==> src/rtl/pipe_addsub_pkg.sv <==
`default_nettype none
// ============================================================================
// Module   : pipe_addsub_pkg
// Purpose  : Shared constants and the chunk adder used by every pipeline
//            stage of pipe_addsub.
// Revision : 1.0 - initial release
// ============================================================================
package pipe_addsub_pkg;

  localparam logic OP_ADD = 1'b0;
  localparam logic OP_SUB = 1'b1;

  // Widest chunk a single stage may resolve.
  localparam int unsigned MAX_CHUNK = 32;

  // Adds the low w bits of a and b plus cin. Bit w of the result is the
  // carry out of that w-bit slice and bits [w-1:0] are the slice sum.
  function automatic logic [MAX_CHUNK:0] chunk_add(
    input logic [MAX_CHUNK-1:0] a,
    input logic [MAX_CHUNK-1:0] b,
    input logic                 cin,
    input int unsigned          w
  );
    logic [MAX_CHUNK:0] am;
    logic [MAX_CHUNK:0] bm;
    am = '0;
    bm = '0;
    for (int unsigned i = 0; i < MAX_CHUNK; i++) begin
      if (i < w) begin
        am[i] = a[i];
        bm[i] = b[i];
      end
    end
    return am + bm + {{MAX_CHUNK{1'b0}}, cin};
  endfunction

endpackage
`default_nettype wire

==> src/rtl/addsub_stage.sv <==
`default_nettype none
// ============================================================================
// Module   : addsub_stage
// Purpose  : One CHUNK-bit slice of the pipelined adder: adds the lowest
//            remaining operand chunk to the incoming carry, shifts the sum
//            chunk in from the top, and registers everything behind a
//            valid/ready handshake with full bubble collapse.
//            With PIPE_ADDSUB_OVF_EN defined, the carry into the slice MSB is
//            also registered (meaningful in the last stage only).
// Revision : 1.0 - initial release
// ============================================================================
module addsub_stage
  import pipe_addsub_pkg::*;
#(
  parameter int unsigned WIDTH = 4,
  parameter int unsigned CHUNK = 2
) (
  input  logic             clk,
  input  logic             rst_n,
  input  logic             up_valid,
  output logic             up_ready,
  input  logic             up_carry,
  input  logic [WIDTH-1:0] up_a,
  input  logic [WIDTH-1:0] up_b,
  input  logic [WIDTH-1:0] up_sum,
  output logic             dn_valid,
  input  logic             dn_ready,
  output logic             dn_carry,
`ifdef PIPE_ADDSUB_OVF_EN
  output logic             dn_msb_cin,
`endif
  output logic [WIDTH-1:0] dn_a,
  output logic [WIDTH-1:0] dn_b,
  output logic [WIDTH-1:0] dn_sum
);

  logic             valid_q, valid_d;
  logic             carry_q, carry_d;
  logic [WIDTH-1:0] a_q, a_d;
  logic [WIDTH-1:0] b_q, b_d;
  logic [WIDTH-1:0] sum_q, sum_d;
  logic             msb_cin_q, msb_cin_d;

  logic [MAX_CHUNK-1:0] a_chunk;
  logic [MAX_CHUNK-1:0] b_chunk;
  logic [MAX_CHUNK:0]   add_full;
  logic [MAX_CHUNK:0]   add_low;
  logic [WIDTH-1:0]     sum_chunk;
  logic                 load;

  // The slot frees up when empty or when its content is leaving this cycle.
  assign up_ready = ~valid_q | dn_ready;
  assign load     = up_valid & up_ready;

  // Slice arithmetic and next-state selection; data only moves on a load so
  // a stalled result stays stable.
  always_comb begin
    a_chunk              = '0;
    b_chunk              = '0;
    a_chunk[CHUNK-1:0]   = up_a[CHUNK-1:0];
    b_chunk[CHUNK-1:0]   = up_b[CHUNK-1:0];
    add_full             = chunk_add(a_chunk, b_chunk, up_carry, CHUNK);
    // Carry into the slice MSB: the carry out of the lower CHUNK-1 bits.
    add_low              = chunk_add(a_chunk, b_chunk, up_carry, CHUNK - 1);
    sum_chunk            = WIDTH'(add_full[CHUNK-1:0]) << (WIDTH - CHUNK);

    valid_d   = valid_q;
    carry_d   = carry_q;
    a_d       = a_q;
    b_d       = b_q;
    sum_d     = sum_q;
    msb_cin_d = msb_cin_q;

    if (up_ready) begin
      valid_d = up_valid;
    end
    if (load) begin
      carry_d   = add_full[CHUNK];
      msb_cin_d = add_low[CHUNK-1];
      // Consumed operand chunks drop off the bottom; the finished sum chunk
      // enters at the top so chunk 0 reaches bit 0 after the final stage.
      a_d       = up_a >> CHUNK;
      b_d       = up_b >> CHUNK;
      sum_d     = (up_sum >> CHUNK) | sum_chunk;
    end
  end

  // Stage register.
  always_ff @(posedge clk or negedge rst_n) begin
    if (!rst_n) begin
      valid_q   <= 1'b0;
      carry_q   <= 1'b0;
      a_q       <= '0;
      b_q       <= '0;
      sum_q     <= '0;
      msb_cin_q <= 1'b0;
    end else begin
      valid_q   <= valid_d;
      carry_q   <= carry_d;
      a_q       <= a_d;
      b_q       <= b_d;
      sum_q     <= sum_d;
      msb_cin_q <= msb_cin_d;
    end
  end

  assign dn_valid   = valid_q;
  assign dn_carry   = carry_q;
  assign dn_a       = a_q;
  assign dn_b       = b_q;
  assign dn_sum     = sum_q;
`ifdef PIPE_ADDSUB_OVF_EN
  assign dn_msb_cin = msb_cin_q;
`endif

endmodule
`default_nettype wire

==> src/rtl/pipe_addsub.sv <==
`default_nettype none
// ============================================================================
// Module   : pipe_addsub
// Purpose  : Pipelined ripple-carry adder/subtractor, WIDTH bits resolved
//            CHUNK bits per stage, valid/ready stream on both sides.
//            Subtraction is A + ~B + ~cin, so the carry out is ~borrow.
//            Option macro PIPE_ADDSUB_OVF_EN adds out_ovf (signed overflow).
// Revision : 1.0 - initial release
// ============================================================================
module pipe_addsub
  import pipe_addsub_pkg::*;
#(
  parameter int unsigned WIDTH = 4,
  parameter int unsigned CHUNK = 2
) (
  input  logic             clk,
  input  logic             rst_n,
  input  logic             in_valid,
  output logic             in_ready,
  input  logic [WIDTH-1:0] in_a,
  input  logic [WIDTH-1:0] in_b,
  input  logic             in_cin,
  input  logic             in_sub,
  output logic             out_valid,
  input  logic             out_ready,
`ifdef PIPE_ADDSUB_OVF_EN
  output logic             out_ovf,
`endif
  output logic [WIDTH:0]   out_sum
);

  localparam int unsigned STAGES = (CHUNK == 0) ? 1 : WIDTH / CHUNK;

  if (WIDTH < 2 || CHUNK == 0 || CHUNK > MAX_CHUNK || (WIDTH % CHUNK) != 0) begin : g_bad_cfg
    $error("pipe_addsub: WIDTH must be >= 2 and a multiple of CHUNK (1..MAX_CHUNK)");
  end

  // Index k is the input side of stage k; index STAGES is the output side.
  logic [STAGES:0]            valid_c;
  logic [STAGES:0]            ready_c;
  logic [STAGES:0]            carry_c;
  logic [STAGES:0][WIDTH-1:0] a_c;
  logic [STAGES:0][WIDTH-1:0] b_c;
  logic [STAGES:0][WIDTH-1:0] sum_c;
`ifdef PIPE_ADDSUB_OVF_EN
  logic [STAGES-1:0]          msb_cin_c;
`endif

  // Operand conditioning: subtract is add of the complement with inverted cin.
  assign valid_c[0]      = in_valid;
  assign carry_c[0]      = (in_sub == OP_SUB) ? ~in_cin : in_cin;
  assign a_c[0]          = in_a;
  assign b_c[0]          = (in_sub == OP_SUB) ? ~in_b : in_b;
  assign sum_c[0]        = '0;
  assign ready_c[STAGES] = out_ready;
  assign in_ready        = ready_c[0];

  for (genvar k = 0; k < STAGES; k++) begin : g_stage
    addsub_stage #(
      .WIDTH (WIDTH),
      .CHUNK (CHUNK)
    ) u_stage (
      .clk        (clk),
      .rst_n      (rst_n),
      .up_valid   (valid_c[k]),
      .up_ready   (ready_c[k]),
      .up_carry   (carry_c[k]),
      .up_a       (a_c[k]),
      .up_b       (b_c[k]),
      .up_sum     (sum_c[k]),
      .dn_valid   (valid_c[k+1]),
      .dn_ready   (ready_c[k+1]),
      .dn_carry   (carry_c[k+1]),
`ifdef PIPE_ADDSUB_OVF_EN
      .dn_msb_cin (msb_cin_c[k]),
`endif
      .dn_a       (a_c[k+1]),
      .dn_b       (b_c[k+1]),
      .dn_sum     (sum_c[k+1])
    );
  end

  assign out_valid = valid_c[STAGES];
  assign out_sum   = {carry_c[STAGES], sum_c[STAGES]};
`ifdef PIPE_ADDSUB_OVF_EN
  assign out_ovf   = msb_cin_c[STAGES-1] ^ carry_c[STAGES];
`endif

endmodule
`default_nettype wire

==> config.mk <==
export PLATFORM = sky130hd
export DESIGN_NAME = pipe_addsub
export DESIGN_NICKNAME = d
export VERILOG_FILES = /design/src/rtl/pipe_addsub_pkg.sv /design/src/rtl/addsub_stage.sv /design/src/rtl/pipe_addsub.sv
export SDC_FILE = /design/constraint.sdc
export NUM_CORES = 1
export LEC_CHECK = 0
export BUFFER_PORTS_ARGS = -buffer_cell sky130_fd_sc_hd__buf_2
export CORE_ASPECT_RATIO = 0.75
export CORE_UTILIZATION = 50
export DETAILED_ROUTE_END_ITERATION = 6
export GPL_TIMING_DRIVEN = 0
export PLACE_DENSITY = 0.73
export SKIP_CTS_REPAIR_TIMING = 1
export SLEW_MARGIN = 20
export SYNTH_ARGS = -nofsm -noshare
export SYNTH_HDL_FRONTEND = slang
export SYNTH_HIERARCHICAL = 1
export SYNTH_SLANG_ARGS = --single-unit
==> constraint.sdc <==
create_clock -name clk -period 1.6 [get_ports clk]
set_input_delay 0.08 -clock clk [delete_from_list [all_inputs] [get_ports clk]]
set_output_delay 0.08 -clock clk [all_outputs]
set_load 0.02 [all_outputs]
==> results of run 1 <==
## worst max-delay path, stage by stage (launching register included)
cell	delay, ns
dfrtp_1	0.35
inv_1	0.06
fa_1	0.43
fa_1	0.49
mux2i_1	0.06
## how the worst min path moves through the flow
| stage | startpoint | to | slack, ns | cells past startpoint |
|---|---|---|---|---|
| 3_5_place_dp | rst_n | g_stage[1].u_stage/dn_sum[1]$_DFFE_PN0P_ | -0.01 | 1 |
| 2_1_floorplan | rst_n | g_stage[0].u_stage/dn_a[0]$_DFFE_PN0P_ | -0.22 | 0 |
| 6_report | in_a[2] | g_stage[0].u_stage/dn_a[0]$_DFFE_PN0P_ | 0.03 | 2 |
| 5_1_grt | in_a[2] | g_stage[0].u_stage/dn_a[0]$_DFFE_PN0P_ | 0.01 | 2 |
| 3_3_place_gp | rst_n | g_stage[1].u_stage/dn_sum[0]$_DFFE_PN0P_ | -0.01 | 1 |
| 4_1_cts | rst_n | g_stage[1].u_stage/dn_sum[3]$_DFFE_PN0P_ | -0.32 | 1 |
## per-stage QoR
step	area (um^2)	instances	worst slack [ns]	hold WS, ns	power [mW]
final	938	102	0.118	0.0289	1.18
after global routing	938	102	0.0636	0.0115	1.28
after CTS	928	101	0.113	-0.316	1.20
after detailed placement	892	97	0.0357	-0.00988	0.948
after floorplan	773	59	0.130	-0.216	0.817
after global placement	892	97	0.0812	-0.0134	0.929
## routing by layer
metal	track usage (%)	part of all wire [%]
met2	29.1	49
met4	8.57	1.1
met3	3.05	4.7
met1	19.8	45
met5	0	0
## registers in the layout, summed over array words and instances (netlist names)
register	count
g_stage.u_stage/dn_b	2
g_stage.u_stage/dn_sum	6
g_stage.u_stage/dn_a	2
g_stage.u_stage/dn_carry	2
g_stage.u_stage/dn_valid	2
## area by class of cell
| class | instances | area, um^2 |
|---|---|---|
| clock buffer | 4 | 36.3 |
| sequential | 14 | 350 |
| inverter | 15 | 56.3 |
| tap | 19 | 23.8 |
| fill | 103 | 397 |
| multi-input combinational | 28 | 348 |
| timing repair buffer | 20 | 105 |
| buffer | 2 | 18.8 |
## power by group
| part | internal, mW | switching, mW |
|---|---|---|
| Combinational | 0.204 | 0.218 |
| Clock | 0.138 | 0.109 |
| Sequential | 0.455 | 0.0549 |
| Total | 0.797 | 0.382 |
==> impl_results.md, run 1 <==
* Mapped Cells at 59
* Critical path startpoint category: register
* R2R Path End: g_stage[1].u_stage/dn_sum[3]$_DFFE_PN0P_
* Crit Path Class: reg -> reg
* Initial drt markers at 3
* Total Wirelength at 1.10 mm
* Crit path from: g_stage[0].u_stage/dn_carry$_DFFE_PN0P_
* Final clock skew at about 0.0038 ns
* RR Startpoint: g_stage[0].u_stage/dn_carry$_DFFE_PN0P_
* GRT overflow at 0
* Syn Area/Cell at 13.1 um^2
* RSZ-0062 raised after global routing: false
* CP Capture Type: register
* DIE AREA at about 1700 um^2
* H-tree depth at 1
* Clock-pin slew on the worst setup and hold paths at 0.08 ns
* HP Class: in -> reg
* Ys Warns at 6
* Max-Cap Viols at 0
* Root Driver: clkbuf_4
* Core Area at 1340 um^2
* PortBufs at 19
* Total CTS buffers at 3
* ANT nets after route at 0
* # diodes at 0
* Setup_tns at 0 ns
* Vias in the first global route at roughly 450
* Drt wl/cell at 10.7 um
* Setup Viol. Count Final at 0
* Die width at 47.4 um
* Minimum clock period at 1.48 ns
* Largest net degree at the start of global routing at 15
* Vias per cell at 4.36
* FF-to-FF setup slack at 0.12 ns
* Nets at 102
* Worst-Margin Slew at 0.304 ns
* Pleak at 0.525 nW
* Clock tree from TritonCTS: yes
* P per Cell Area at 1260 nW/um^2
* Syn nets at 77
* Slew Limit Headroom at ~80%
* Most frequent cells in the layout: buf_2, inv_1, dfrtp_1, mux2_4
* Row cnt at 11
* VDD IR-drop max at 656 uV
* Share of cells above drive strength 1 at 42.2%
* Area grow syn2layout at 21.4%
* Req. time, crit path at 1.77 ns
* First-pass iteration count of the detailed router at 2
* I/O pin total at 21
* First-pass GRT wire length at 1.90 mm
* Critical Path Sink: g_stage[1].u_stage/dn_sum[3]$_DFFE_PN0P_
* Fmax at 675 MHz
* Via count at 445
* Mapped cell area at 773 um^2
* Residual DRC at 0
* Clock sink count at 14
* Worst EP arrival at 1.65 ns
* CP Max Fanout at 2
* Clock latency on the worst-skew pair at ~0.27 ns
* Final Max Slew Viols at 0
* Fin crit share at 92.6%
* Final HPWL DP at 877 um
* Worst reg2reg path depth at 4
* Initial core utilization at 57.9%
* Placer Congestion at 0.656
* Most common cell after layout, fill and taps aside: buf_2
* Die Ht at 36.1 um
* Clk buf depth at 2
* Hold Violations, Final at 0
* Initial antenna violation count at 0
* Layout Utilization at a little over two thirds
* Total track usage at roughly 17%
* Status: finished clean
Power figures use the tool's default switching activity.
==> run 2: changes to the inputs <==
- CELL_PAD_IN_SITES_DETAIL_PLACEMENT: not set -> 1
- CELL_PAD_IN_SITES_GLOBAL_PLACEMENT: not set -> 2
- CORE_UTILIZATION: 50 -> 38
- CTS_BUF_LIST: not set -> sky130_fd_sc_hd__clkbuf_8
- PLACE_DENSITY: 0.73 -> not set
- PLACE_DENSITY_LB_ADDON: not set -> 0.1
==> run 2 against run 1 <==
Setup slack worse by 0.041 ns. Register-to-register slack lost 0.04 ns. Routed wire length increased by 7.3%. Combinational power barely moved. Highest routed layer unchanged. Fmax fell by 2.7%. Clock power up 34%. Critical endpoint unchanged. First-iteration DRC count fell by 67%.
==> impl_results.md, run 2 (synthesis gave the netlist of run 1 again) <==
* Core Area at 1820 um^2
* PortBufs at 19
* First-pass iteration count of the detailed router at 3
* Clock tree from TritonCTS: yes
* Switching fraction of total power at a little over 30%
* Die Ht at 41.1 um
* Placer Congestion at 0.613
* Status: finished clean
* Setup_tns at 0 ns
* Initial antenna violation count at 0
* HP Class: in -> reg
* Clk buf depth at 2
* Via count at 444
* Max-Cap Viols at 0
* Area grow syn2layout at 24.3%
* DIE AREA at 2220 um^2
* Total Wirelength at 1.18 mm
* CP Max Fanout at 2
* Minimum clock period at 1.52 ns
* Req. time, crit path at 1.72 ns
* Hold path start: in_a[2]
* Row cnt at 13
* Most common cell after layout, fill and taps aside: buf_2
* ANT nets after route at 0
* Most frequent cells in the layout: buf_2, inv_1, dfrtp_1, mux2_4
* H-tree depth at 1
* # diodes at 0
* Total track usage at 12.4%
* Clock power frac at 26.1%
* Setup Viol. Count Final at 0
* Vias in the first global route at 411
* Share of cells above drive strength 1 at 42.2%
* Combinational share of power at 33.3%
* Vias per cell at 4.23
* Register Area at 350 um^2
* GRT overflow at 0
* Crit path from: g_stage[0].u_stage/dn_carry$_DFFE_PN0P_
* Nets at just over 100
* Root Driver: clkbuf_8
* VDD IR-drop max at 746 uV
* Worst EP arrival at 1.65 ns
* Flop pwr share at 40.6%
* Critical path startpoint category: register
* Hold Violations, Final at 0
* Clock sink count at 14
* Residual DRC at 0
* Crit Path Class: reg -> reg
* Fin crit share at 95.2%
* Initial core utilization at between 40% and 50%
* Int Pwr at a little under 0.9 mW
* P per Cell Area at 1320 nW/um^2
* Total CTS buffers at 3
* CP Capture Type: register
* Number of flip-flops in the largest register at 6
* Slew Limit Headroom at around 80%
* Pleak at 0.532 nW
* Die width at 54.1 um
* Multi-input logic area at about 350 um^2
* Final clock skew at between 0.002 and 0.0025 ns
* Worst-Margin Slew at just over 0.3 ns
* Fillers at 208
* Clock-pin slew on the worst setup and hold paths at 0.06 ns
* Sw power at between 0.3 and 0.4 mW
* Initial drt markers at 1
* First-pass GRT wire length at 1.83 mm
* Final hold slack at 0.0746 ns
* RR Startpoint: g_stage[0].u_stage/dn_carry$_DFFE_PN0P_
* Clock latency on the worst-skew pair at about 0.24 ns
* Drt wl/cell at 11.2 um
* Final Max Slew Viols at 0
* Fmax at ~660 MHz
* RSZ-0062 raised after global routing: false
* Largest net degree at the start of global routing at 15
* I/O pin total at 21
* Final HPWL DP at around 950 um
[run 2: final timing paths]
path / slack, ns / to / cells past startpoint
worst max register to register: 0.08 / g_stage[1].u_stage/dn_sum[3]$_DFFE_PN0P_ / 4
worst max-delay path: 0.08 / g_stage[1].u_stage/dn_sum[3]$_DFFE_PN0P_ / 4
worst min register to register: 0.51 / g_stage[1].u_stage/dn_sum[0]$_DFFE_PN0P_ / 1
worst min-delay path: 0.07 / g_stage[0].u_stage/dn_a[0]$_DFFE_PN0P_ / 2
min in group asynchronous: 0.28 / g_stage[1].u_stage/dn_sum[1]$_DFFE_PN0P_ / 2
max in group asynchronous: 1.09 / g_stage[0].u_stage/dn_b[0]$_DFFE_PN0P_ / 2
[run 2: per-stage QoR]
| step | utilization (%) | cell area [um^2] | worst slack (ns) | power, mW | std cells |
|---|---|---|---|---|---|
| floorplan | - | 773 | 0.130 | 0.817 | 59 |
| global placement | 49.2 | 896 | 0.0725 | 0.936 | 100 |
| CTS | 52.2 | 951 | 0.0794 | 1.29 | 104 |
| finish | 52.7 | 961 | 0.0770 | 1.27 | 105 |
| detailed placement | 49.2 | 896 | 0.0690 | 0.953 | 100 |
| global route | 52.7 | 961 | 0.000334 | 1.37 | 105 |
[run 2: worst max-delay path, stage by stage (launching register included)]
cell	delay, ns
dfrtp_1	0.35
inv_1	0.06
fa_1	0.44
fa_1	0.49
mux2i_1	0.06
[run 2: layout make-up]
type,count,area share (%)
sequential,14,36.5
multi-input combinational,28,36.2
timing repair buffer,20,10.9
inverter,15,5.86
clock buffer,4,5.73
tap,22,2.86
buffer,2,1.95
[run 2: routing by layer]
| layer | vias to the layer above | GRT usage (%) | wire, um |
|---|---|---|---|
| li1 | 224 | - | - |
| met1 | 201 | 14.8 | 558 |
| met2 | 17 | 21.3 | 546 |
| met3 | 2 | 4.44 | 56 |
| met4 | 0 | 3.85 | 12 |
| met5 | - | 0 | 0 |
[run 2: power groups by stage]
stage,clock network [mW],registers [mW],logic [mW]
final,0.331,0.515,0.422
after global routing,0.364,0.532,0.475
after CTS,0.346,0.519,0.430
after detailed placement,0,0.524,0.429
after global placement,0,0.514,0.422
after floorplan,0,0.573,0.243
==> run 3: changes to the inputs <==
- CORE_ASPECT_RATIO: 0.75 -> not set
- HOLD_SLACK_MARGIN: not set -> 0.08
- REMOVE_ABC_BUFFERS: not set -> 1
==> run 3 against run 2 <==
Utilization about the same. Die area about the same. Sequential power decreased by 1%. Sequential share of layout area unchanged. Flip-flop and latch count unchanged. Fmax increased by 1.6%. Critical endpoint unchanged. Highest routed layer is now met3.
==> impl_results.md, run 3 (synthesis gave the netlist of run 1 again) <==
* Root Driver: clkbuf_8
* Fin crit share at 93.7%
* Hold Violations, Final at 0
* Switching fraction of total power at between 30% and 40%
* Vias in the first global route at about 410
* H-tree depth at 1
* Fmax at roughly 670 MHz
* Clock power frac at 26.6%
* Crit Path Class: reg -> reg
* PortBufs at 20
* Pwr Total at roughly 1.2 mW
* Die Ht at 47.1 um
* Area grow syn2layout at 24.3%
* Via count at 456
* CP Max Fanout at 2
* Nets at about 100
* Req. time, crit path at 1.72 ns
* Design area at 961 um^2
* Initial antenna violation count at 0
* Setup Viol. Count Final at 0
* I/O pin total at 21
* First-pass GRT wire length at 1.67 mm
* RSZ-0062 raised after global routing: false
* VDD IR-drop max at 481 uV
* Final clock skew at 0.00140 ns
* Pleak at 0.530 nW
* Slew Limit Headroom at 79.2%
* Most common cell after layout, fill and taps aside: buf_2
* Largest net degree at the start of global routing at 15
* Max-Cap Viols at 0
* Clock tree from TritonCTS: yes
* Share of cells above drive strength 1 at 41.0%
* CP Capture Type: register
* Initial core utilization at between 40% and 50%
* GRT overflow at 0
* Status: finished clean
* Clock latency on the worst-skew pair at 0.24 ns
* Worst EP arrival at around 1.6 ns
* Worst-Margin Slew at 0.313 ns
* Combinational share of power at between 30% and 40%
* Final HPWL DP at 876 um
* Clock-pin slew on the worst setup and hold paths at ~0.06 ns
* Clock sink count at 14
* Flop pwr share at 40.9%
* Total Wirelength at 1.06 mm
* Total CTS buffers at 3
* Placer Congestion at 0.655
* Fin cells at 108
* Vias per cell at 4.22
* Number of flip-flops in the largest register at 6
* Critical path startpoint category: register
* Cell count after placement at approximately 100
* Residual DRC at 0
* FF-to-FF setup slack at 0.10 ns
* Minimum clock period at ~1.5 ns
* Core Area at 1820 um^2
* P per Cell Area at approximately 1300 nW/um^2
* DIE AREA at roughly 2200 um^2
* Int Pwr at 0.864 mW
* ANT nets after route at 0
* Most frequent cells in the layout: buf_2, inv_1, dfrtp_1, mux2_4
* Clk buf depth at 2
* Row cnt at 15
* Setup_tns at 0 ns
* Sw power at 0.382 mW
* Drt wl/cell at 9.83 um
* Initial drt markers at 0
* Placed cell areas at 886 um^2
* # diodes at 0
* Total track usage at 11.2%
* Die width at about 47 um
* Final Max Slew Viols at 0
* First-pass iteration count of the detailed router at 1
* HP Class: in -> reg
## run 3: worst max-delay path, stage by stage, from the launching register on
cell and delay [ns]:
dfrtp_1 0.34, inv_1 0.06, fa_1 0.43, fa_1 0.49, mux2i_1 0.06
## run 3: power groups by stage
stage	Combinational (mW)	Clock, mW	Sequential, mW
final	0.404	0.332	0.510
after global routing	0.449	0.358	0.524
after CTS	0.410	0.343	0.513
after detailed placement	0.407	0	0.519
after global placement	0.401	0	0.516
after floorplan	0.208	0	0.588
## run 3: layout make-up
cell class,count,area [um^2]
sequential,14,350
tap,25,31.3
inverter,15,56.3
timing repair buffer,22,120
multi-input combinational,28,348
fill,211,860
clock buffer,4,55.1
## run 3: path summary, 6_finish.rpt
check                                                    startpoint                                  endpoint  cells after the start
min in group asynchronous                                     rst_n  g_stage[1].u_stage/dn_sum[0]$_DFFE_PN0P_                      2
setup / recovery            g_stage[0].u_stage/dn_carry$_DFFE_PN0P_  g_stage[1].u_stage/dn_sum[3]$_DFFE_PN0P_                      4
hold reg to reg            g_stage[1].u_stage/dn_sum[0]$_DFFE_PN0P_  g_stage[1].u_stage/dn_sum[0]$_DFFE_PN0P_                      1
hold / removal                                              in_a[2]    g_stage[0].u_stage/dn_a[0]$_DFFE_PN0P_                      2
max in group asynchronous                                     rst_n    g_stage[0].u_stage/dn_b[0]$_DFFE_PN0P_                      2
setup reg to reg            g_stage[0].u_stage/dn_carry$_DFFE_PN0P_  g_stage[1].u_stage/dn_sum[3]$_DFFE_PN0P_                      4
## run 3: layer usage
layer  track usage (%)  wire (um)  share of wire (%)
met1              13.4        490                 46
met2              18.1        507                 48
met3              3.85         64                6.0
met4              5.14          0                  0
met5                 0          0                  0
## run 3: per-stage QoR
step           hold slack, ns  util (%)  setup slack, ns
2_1_floorplan          -0.216         -            0.154
3_3_place_gp          -0.0102      48.7           0.0180
3_5_place_dp          -0.0122      48.7           0.0276
4_1_cts                -0.269      51.7           0.0977
5_1_grt                0.0901      52.8           0.0509
6_report               0.0810      52.8            0.101
